`src/rtl/mux_arb_pkg.sv`:
```
// rtl/mux_arb_pkg.sv - shared types and select-width helper for the mux select arbiter
package mux_arb_pkg;

   typedef enum logic [0:0] {
      IDLE  = 1'b0,
      GRANT = 1'b1
   } state_t;

   function automatic int sel_width(input int n);
      return (n > 1) ? $clog2(n) : 1;
   endfunction

endpackage

```
`src/rtl/rr_priority_pick.sv`:
```
// rtl/rr_priority_pick.sv - combinational round-robin pick: first set request at or above the pointer, wrapping
module rr_priority_pick
   import mux_arb_pkg::*;
#(
   parameter int N     = 4,
   parameter int SEL_W = sel_width(N)
) (
   input  logic [N-1:0]     request,
   input  logic [SEL_W-1:0] pointer,
   output logic [SEL_W-1:0] winner,
   output logic             any
);

   logic [SEL_W-1:0] idx;

   // Scan downward so the last hit written is the one closest above the pointer.
   always_comb begin
      winner = '0;
      idx    = '0;
      any    = |request;
      for (int i = N - 1; i >= 0; i--) begin
         idx = SEL_W'((int'(pointer) + i) % N);
         if (request[idx]) winner = idx;
      end
   end

endmodule

```
`src/rtl/mux_select_arbiter.sv`:
```
// rtl/mux_select_arbiter.sv - round-robin arbiter driving a shared N:1 mux select with a registered output lane
// Optional forced-release timeout enabled by defining MUX_ARB_TIMEOUT_EN.
module mux_select_arbiter
   import mux_arb_pkg::*;
#(
   parameter int N        = 4,
   parameter int W        = 8,
   parameter int HOLD_MAX = 16,
   localparam int SEL_W   = sel_width(N)
) (
   input  logic             i_Clock,
   input  logic             i_Reset,
   input  logic [N-1:0]     i_Request,
   input  logic [N*W-1:0]   i_Data,
   output logic [N-1:0]     o_Grant,
   output logic [SEL_W-1:0] o_Select,
   output logic [W-1:0]     o_Data,
   output logic             o_Valid,
   output logic             o_Preempt
);

   if (N < 2) begin : g_bad_n
      $error("mux_select_arbiter: N must be at least 2");
   end
   if (HOLD_MAX < 1) begin : g_bad_hold
      $error("mux_select_arbiter: HOLD_MAX must be at least 1");
   end

   state_t           state;
   logic [N-1:0]     grant;
   logic [SEL_W-1:0] sel;
   logic [SEL_W-1:0] pointer;
   logic [W-1:0]     data;
   logic             valid;
   logic [SEL_W-1:0] winner;
   logic             any;
   logic [SEL_W-1:0] next_pointer;
   logic             owner_req;
   logic             timeout;

   rr_priority_pick #(.N(N), .SEL_W(SEL_W)) u_pick (
      .request (i_Request),
      .pointer (pointer),
      .winner  (winner),
      .any     (any)
   );

   assign next_pointer = (winner == SEL_W'(N - 1)) ? '0 : winner + 1'b1;
   assign owner_req    = i_Request[sel];

`ifdef MUX_ARB_TIMEOUT_EN
   localparam int HOLD_W = $clog2(HOLD_MAX + 1);

   logic [HOLD_W-1:0] hold_cnt;
   logic              preempt;

   // The cycle that reaches HOLD_MAX beats is also the owner's last captured beat.
   assign timeout = (state == GRANT) && (hold_cnt == HOLD_W'(HOLD_MAX - 1));

   always_ff @(posedge i_Clock or posedge i_Reset) begin
      if (i_Reset) begin
         hold_cnt <= '0;
         preempt  <= 1'b0;
      end else begin
         preempt <= (state == GRANT) && owner_req && timeout;
         if (state == IDLE)
            hold_cnt <= '0;
         else
            hold_cnt <= hold_cnt + 1'b1;
      end
   end

   assign o_Preempt = preempt;
`else
   assign timeout   = 1'b0;
   assign o_Preempt = 1'b0;
`endif

   always_ff @(posedge i_Clock or posedge i_Reset) begin
      if (i_Reset) begin
         state   <= IDLE;
         grant   <= '0;
         sel     <= '0;
         pointer <= '0;
         data    <= '0;
         valid   <= 1'b0;
      end else begin
         case (state)
            IDLE: begin
               valid <= 1'b0;
               if (any) begin
                  state   <= GRANT;
                  grant   <= N'(1) << winner;
                  sel     <= winner;
                  pointer <= next_pointer;
               end
            end
            GRANT: begin
               data  <= i_Data[int'(sel)*W +: W];
               valid <= 1'b1;
               if (!owner_req || timeout) begin
                  state <= IDLE;
                  grant <= '0;
               end
            end
            default: begin
               state <= IDLE;
               grant <= '0;
               valid <= 1'b0;
            end
         endcase
      end
   end

   assign o_Grant  = grant;
   assign o_Select = sel;
   assign o_Data   = data;
   assign o_Valid  = valid;

endmodule
```
`config.mk`:
```
export PLATFORM = sky130hd
export DESIGN_NAME = mux_select_arbiter
export DESIGN_NICKNAME = d
export VERILOG_FILES = /design/src/rtl/mux_arb_pkg.sv /design/src/rtl/rr_priority_pick.sv /design/src/rtl/mux_select_arbiter.sv
export SDC_FILE = /design/constraint.sdc
export NUM_CORES = 1
export LEC_CHECK = 0
export ABC_AREA = 1
export BUFFER_PORTS_ARGS = -buffer_cell sky130_fd_sc_hd__buf_4
export CORE_UTILIZATION = 53
export CTS_BUF_LIST = sky130_fd_sc_hd__clkbuf_4 sky130_fd_sc_hd__clkbuf_8
export CTS_CLUSTER_SIZE = 16
export DETAILED_ROUTE_END_ITERATION = 6
export PLACE_DENSITY_LB_ADDON = 0.3
export REMOVE_ABC_BUFFERS = 1
export SETUP_SLACK_MARGIN = 0.02
export SLEW_MARGIN = 30
export SYNTH_ARGS = -nofsm -noshare
export SYNTH_HDL_FRONTEND = slang
export SYNTH_HIERARCHICAL = 1
export SYNTH_SLANG_ARGS = --single-unit
```
`constraint.sdc`:
```
create_clock -name i_Clock -period 3.9 [get_ports i_Clock]
set_input_delay 0.195 -clock i_Clock [delete_from_list [all_inputs] [get_ports i_Clock]]
set_output_delay 0.195 -clock i_Clock [all_outputs]
set_load 0.05 [all_outputs]
```
Word level (Yosys, flattened, before mapping)
Index checks and enable logic that the tools add are counted.
Widths: inputs -> output; s select.
{"block": "op_classes", "add_sub_neg": 4, "n_lt_le_gt_ge": 5, "eq_ne": 3, "n_shift": 2, "n_mux": 22, "n_bitwise": 1, "n_reduce_logical": 3}
{"op": "$shiftx 32x6->8", "n": 1}
{"op": "$lt 2x3->1 const B", "n": 5}
{"op": "$bmux 1 s2", "n": 5}
{"op": "$mux 2", "n": 5}
{"op": "$mux 4", "n": 2}
{"op": "$pmux 4 s2", "n": 1}
{"op": "$mux 1", "n": 7}
{"op": "$add 2x1->2 const B", "n": 2}
{"op": "$add 2x2->2 const B", "n": 2}
{"op": "$ne 2x2->1 const B", "n": 2}
{"op": "$pmux 1 s2", "n": 2}
{"op": "$reduce_and 2->1", "n": 2}
{"op": "$reduce_or 4->1", "n": 1}
{"op": "$shl 1x2->4 const A", "n": 1}
{"op": "$eq 2x2->1 const B", "n": 1}
{"op": "$not 1->1", "n": 1}
{"block": "totals", "ff_bits": 18}

Depth between registers and ports, before layout
{"block": "logic_depth", "ltp_word": 10, "ltp_mapped": 14, "mapped_depth_nobuf": 14}

By module
Netlist, hierarchy kept.
{"mod": "mux_select_arbiter", "n_inst": 1, "cells_each": 139, "area_each_um2": 1061.0, "seq_area_each_um2": 450.4}
{"mod": "rr_priority_pick", "n_inst": 1, "cells_each": 46, "area_each_um2": 188.9, "seq_area_each_um2": 0.0}

Worst setup path after synthesis
Ideal clock, no wire load.
{"block": "synth_timing", "kind": "reg2reg", "from": "register pointer[0]", "to": "register pointer[1]", "setup_time_ps": 116, "arrival_ps": 1473, "required_time_ps": 3784, "slack_ps": 2310, "stages_incl_launch_ff": 15, "path_buffers": 0, "synth_period_minus_slack_ps": 1590, "cell_sequence": "dfrtp_1 inv_2 nand2_1 nand2_1 nand2_1 nand2_1 nand2_1 nand2_1 nand2_1 nand2_1 inv_1 inv_1 ha_1 nand2_1 nand2_1"}
{"block": "synth_via", "elab_chain_len": 9, "word_cells_on_any_way": 18}
{"item": "from (decl)", "line": "mux_select_arbiter.sv:32", "rtl": "logic [SEL_W-1:0] pointer;"}
{"item": "from (signal assigned)", "line": "mux_select_arbiter.sv:95", "rtl": "pointer <= next_pointer;"}
{"item": "$add 2x2->2", "line": "rr_priority_pick.sv:22", "rtl": "idx = SEL_W'((int'(pointer) + i) % N);"}
{"item": "$bmux 1 s2", "line": "rr_priority_pick.sv:23", "rtl": "if (request[idx]) winner = idx;"}
{"item": "$mux 1 (implied by the code)", "line": "rr_priority_pick.sv:23"}
{"item": "$mux 2 (3 in a row)", "line": "rr_priority_pick.sv:23"}
{"item": "$mux 2 *", "line": "rr_priority_pick.sv:23"}
{"item": "named net winner[0]", "line": "mux_select_arbiter.sv:35", "rtl": "logic [SEL_W-1:0] winner;"}
{"item": "$add 2x1->2 or $eq 2x2->1 (tied branches)", "line": "mux_select_arbiter.sv:48", "rtl": "assign next_pointer = (winner == SEL_W'(N - 1)) ? '0 : winner + 1'b1;"}
{"item": "$mux 2 *", "line": "mux_select_arbiter.sv:48"}
{"item": "named net next_pointer[1]", "line": "mux_select_arbiter.sv:37", "rtl": "logic [SEL_W-1:0] next_pointer;"}
The timed path passes the listed nets; every way through them passes the cells marked *. The select of a mux whose other input is x is not followed.
A chain may end at the register's enable or synchronous reset.

Final worst setup path
Ends and elaborated chain as after synthesis.

==> flow_summary.yaml <==
power_and_ir_drop:
  power_frac_comb: 0.675
  seqPwrFrac: 0.264
  p_switching_mw: 0.829
  leakage_nw: 0.914
  pwr-share-clk: 0.061
  p_per_area_nw_per_um2: 899
  ir_drop_uv: 621
  swShare: 0.567
  internal_power_mw: 0.634
timing:
  rsz0062_at_grt: "no"
  setup_viol: 0
  hold_viol: 0
  tightest_slew_ps: 731
  fin_worst_skew_ps: 0.383
  drv_slew: 0
  max_freq_mhz: 556
  slew_headroom: 0.513
  setup_tns_ps: 0
  worst_slack_ps: 2100
  period_minus_slack_ps: 1800
  post-route-period-util: 0.461
die:
  ios: 54
  design.core.area_sq_um: 2210
  design.die.area_sq_um: 2560
  die_x_um: 50.6
  start_util: 0.565
  dieHeight_um: 50.6
  rows: 17
clock_network:
  postCtsSetupRepairBufs: 0
  clk-insertion-delay-late_ps: 280
  cts_hold_repair.buffers: 0
  numCtsBuffers: 3
  cts.sinks: 18
  clk_pin_slew_ps: 90
  cts_resized: 0
  ctsHtreeMaxLevel: 1
  cts_tree: "done"
  cts.path.max_buffers: 2
  clockRootBuffer: "clkbuf_4"
setup_path:
  setup.worst_path.end_class: "register"
  worstPathRequired_ps: 4090
  path_max_fanout: 8
  crit_arrival_ps: 1990
  cp-start-kind: "register"
  r2r_cells: 13
  rr_startpoint: "pointer[0]"
  setup.reg_to_reg.worst_slack_ps: 2100
  regToRegEndpoint: "pointer[1]"
  setup.worst_path.start: "pointer[0]"
  criticalPathCategory: "register to register"
yosys:
  synthFlopType: "dfrtp_1"
  yosys-mux-area-fraction: 0
  synth-simple-area-share: 0.367
  yosys-top-cells-count: "nand2_1 (67), o21ai_1 (25), nor2_1 (22)"
  syn_area_per_cell_sq_um: 6.76
  synth_seq_cells: 18
  syn_area_sq_um: 1250
  synth_top_area_cell: "dfrtp_1"
  synth_fa_ha_area_frac: 0.0400
  synth.top_cell.area_share: 0.360
  synth_cells: 185
  synthXorXnorAreaFrac: 0
  synth_edf_count: 0
  synth_most_common_cell: "nand2_1"
  synth_top_family_by_area: "simple AND/OR/NAND/NOR gates"
  synthTopCellsByArea: "dfrtp_1 (36%), nand2_1 (20%), o21ai_1 (10%), nor2_1 (6.6%), nand3_1 (5.6%)"
  synth.yosys.warnings: 6
  synth_compound_area_frac: 0.119
  yosysSeqAreaShare: 0.360
  netlist-cell-type-count: 19
  async_reset_ff_frac: 1.00
placement:
  routabilityCongestion: 0.820
  io_buffer_count: 52
  dp_slack_ps: 2130
  hpwl_mm: 2.34
route:
  via_count: 1323
  drc: 0
  via_per_inst: 5.07
  firstDrtPassIters: 4
  avgRoutedWirePerCell_um: 11.7
  antenna_left: 0
  drt_iter0_markers: 22
  wirelength_mm: 3.04
final_layout:
  num-fill-cells: 181
  n_antenna_cell: 0
  nets: 277
  drive_gt1_frac: 0.288
  synthToLayoutAreaGrowth_pct: 30.1
global_route:
  grt_pass1_wl_mm: 4.85
  grtUsageTotal: 0.250
  grt_max_degree: 21
  antenna_found_initial: 0
  grt-ovfl-total: 0
  grt_pass1_vias: 1215
flow_run:
  cap_violations: 0
outcome:
  status: "completed"
worst_hold_path:
  holdCritPathClass: "input pin to async pin"
==> metrics by stage <==
stage	cell area [sq um]	hold WS, ps	std cells	total power [mW]	util
after global placement	1600	319	258	1.34	0.725
after floorplan	1180	134	178	1.10	-
after global routing	1630	43.7	261	1.60	0.735
final	1630	4.25	261	1.46	0.735
after detailed placement	1600	339	258	1.38	0.725
after CTS	1630	18.0	261	1.47	0.735
==> placed cells by master (no fill, tap or decap) <==
master	instances
a21oi_1	1
a22o_1	1
buf_4	52
clkbuf_4	3
conb_1	1
dfrtp_1	18
ha_1	4
inv_1	10
inv_2	3
inv_6	2
nand2_1	67
nand2_2	2
nand2_4	1
nand3_1	14
nand4_1	1
nor2_1	22
nor2_2	4
o21ai_0	2
o21ai_1	25
==> routing by layer <==
layer	vias to the layer above	GRT usage	wire length, um
met5	-	0	0
met4	0	0.0787	45
met3	6	0.0758	191
met2	43	0.456	1510
met1	590	0.274	1290
li1	684	-	-
==> power by group through the flow <==
stage          combinational [mW]  sequential, mW  clock [mW]
2_1_floorplan               0.491           0.610           0
3_3_place_gp                0.956           0.383           0
5_1_grt                      1.10           0.397      0.0988
3_5_place_dp                0.990           0.389           0
6_report                    0.987           0.387      0.0888
4_1_cts                     0.994           0.385      0.0922
==> sequential cells by signal, summed over array words and instances, names as in the netlist <==
register / cells
state: 1
o_Data: 8
pointer: 2
o_Grant: 4
o_Select: 2
o_Valid: 1
==> layout make-up <==
cell class	count	area, sq um	area share
timing repair buffer	52	390	0.240
clock buffer	3	22.5	0.0138
multi-input combinational	145	662	0.407
sequential	18	450	0.277
inverter	15	66.3	0.0408
tap	28	35.0	0.0215
==> worst max-delay path, cell delays in order, from the launching register on <==
cell and delay, ps:
dfrtp_1 470, inv_2 140, nand2_1 90, nand3_1 90, nand2_1 70, inv_1 100, nand2_1 70, nand2_1 50
nand2_1 40, inv_1 110, inv_1 80, ha_1 280, nand2_1 60, nand2_1 40
==> worst max-delay path by stage <==
stage	to	slack [ps]	depth (start not counted)
6_report	pointer[1]	2100	13
5_1_grt	pointer[1]	1940	14
4_1_cts	pointer[1]	2100	13
2_1_floorplan	o_Grant[0]	2250	7
3_3_place_gp	pointer[1]	2250	13
3_5_place_dp	pointer[1]	2130	13
==> cell families (layout without fill, tap and decap cells) <==
family,count (synthesis),after routing
AND/OR/NAND/NOR,111,111
AO/OA/AOI/OAI,29,29
buffers and inverters,22,70
flip-flops,18,18
adder cells (fa/ha/maj),4,4
other,1,1
No activity file was read; power rests on OpenSTA's default activity.
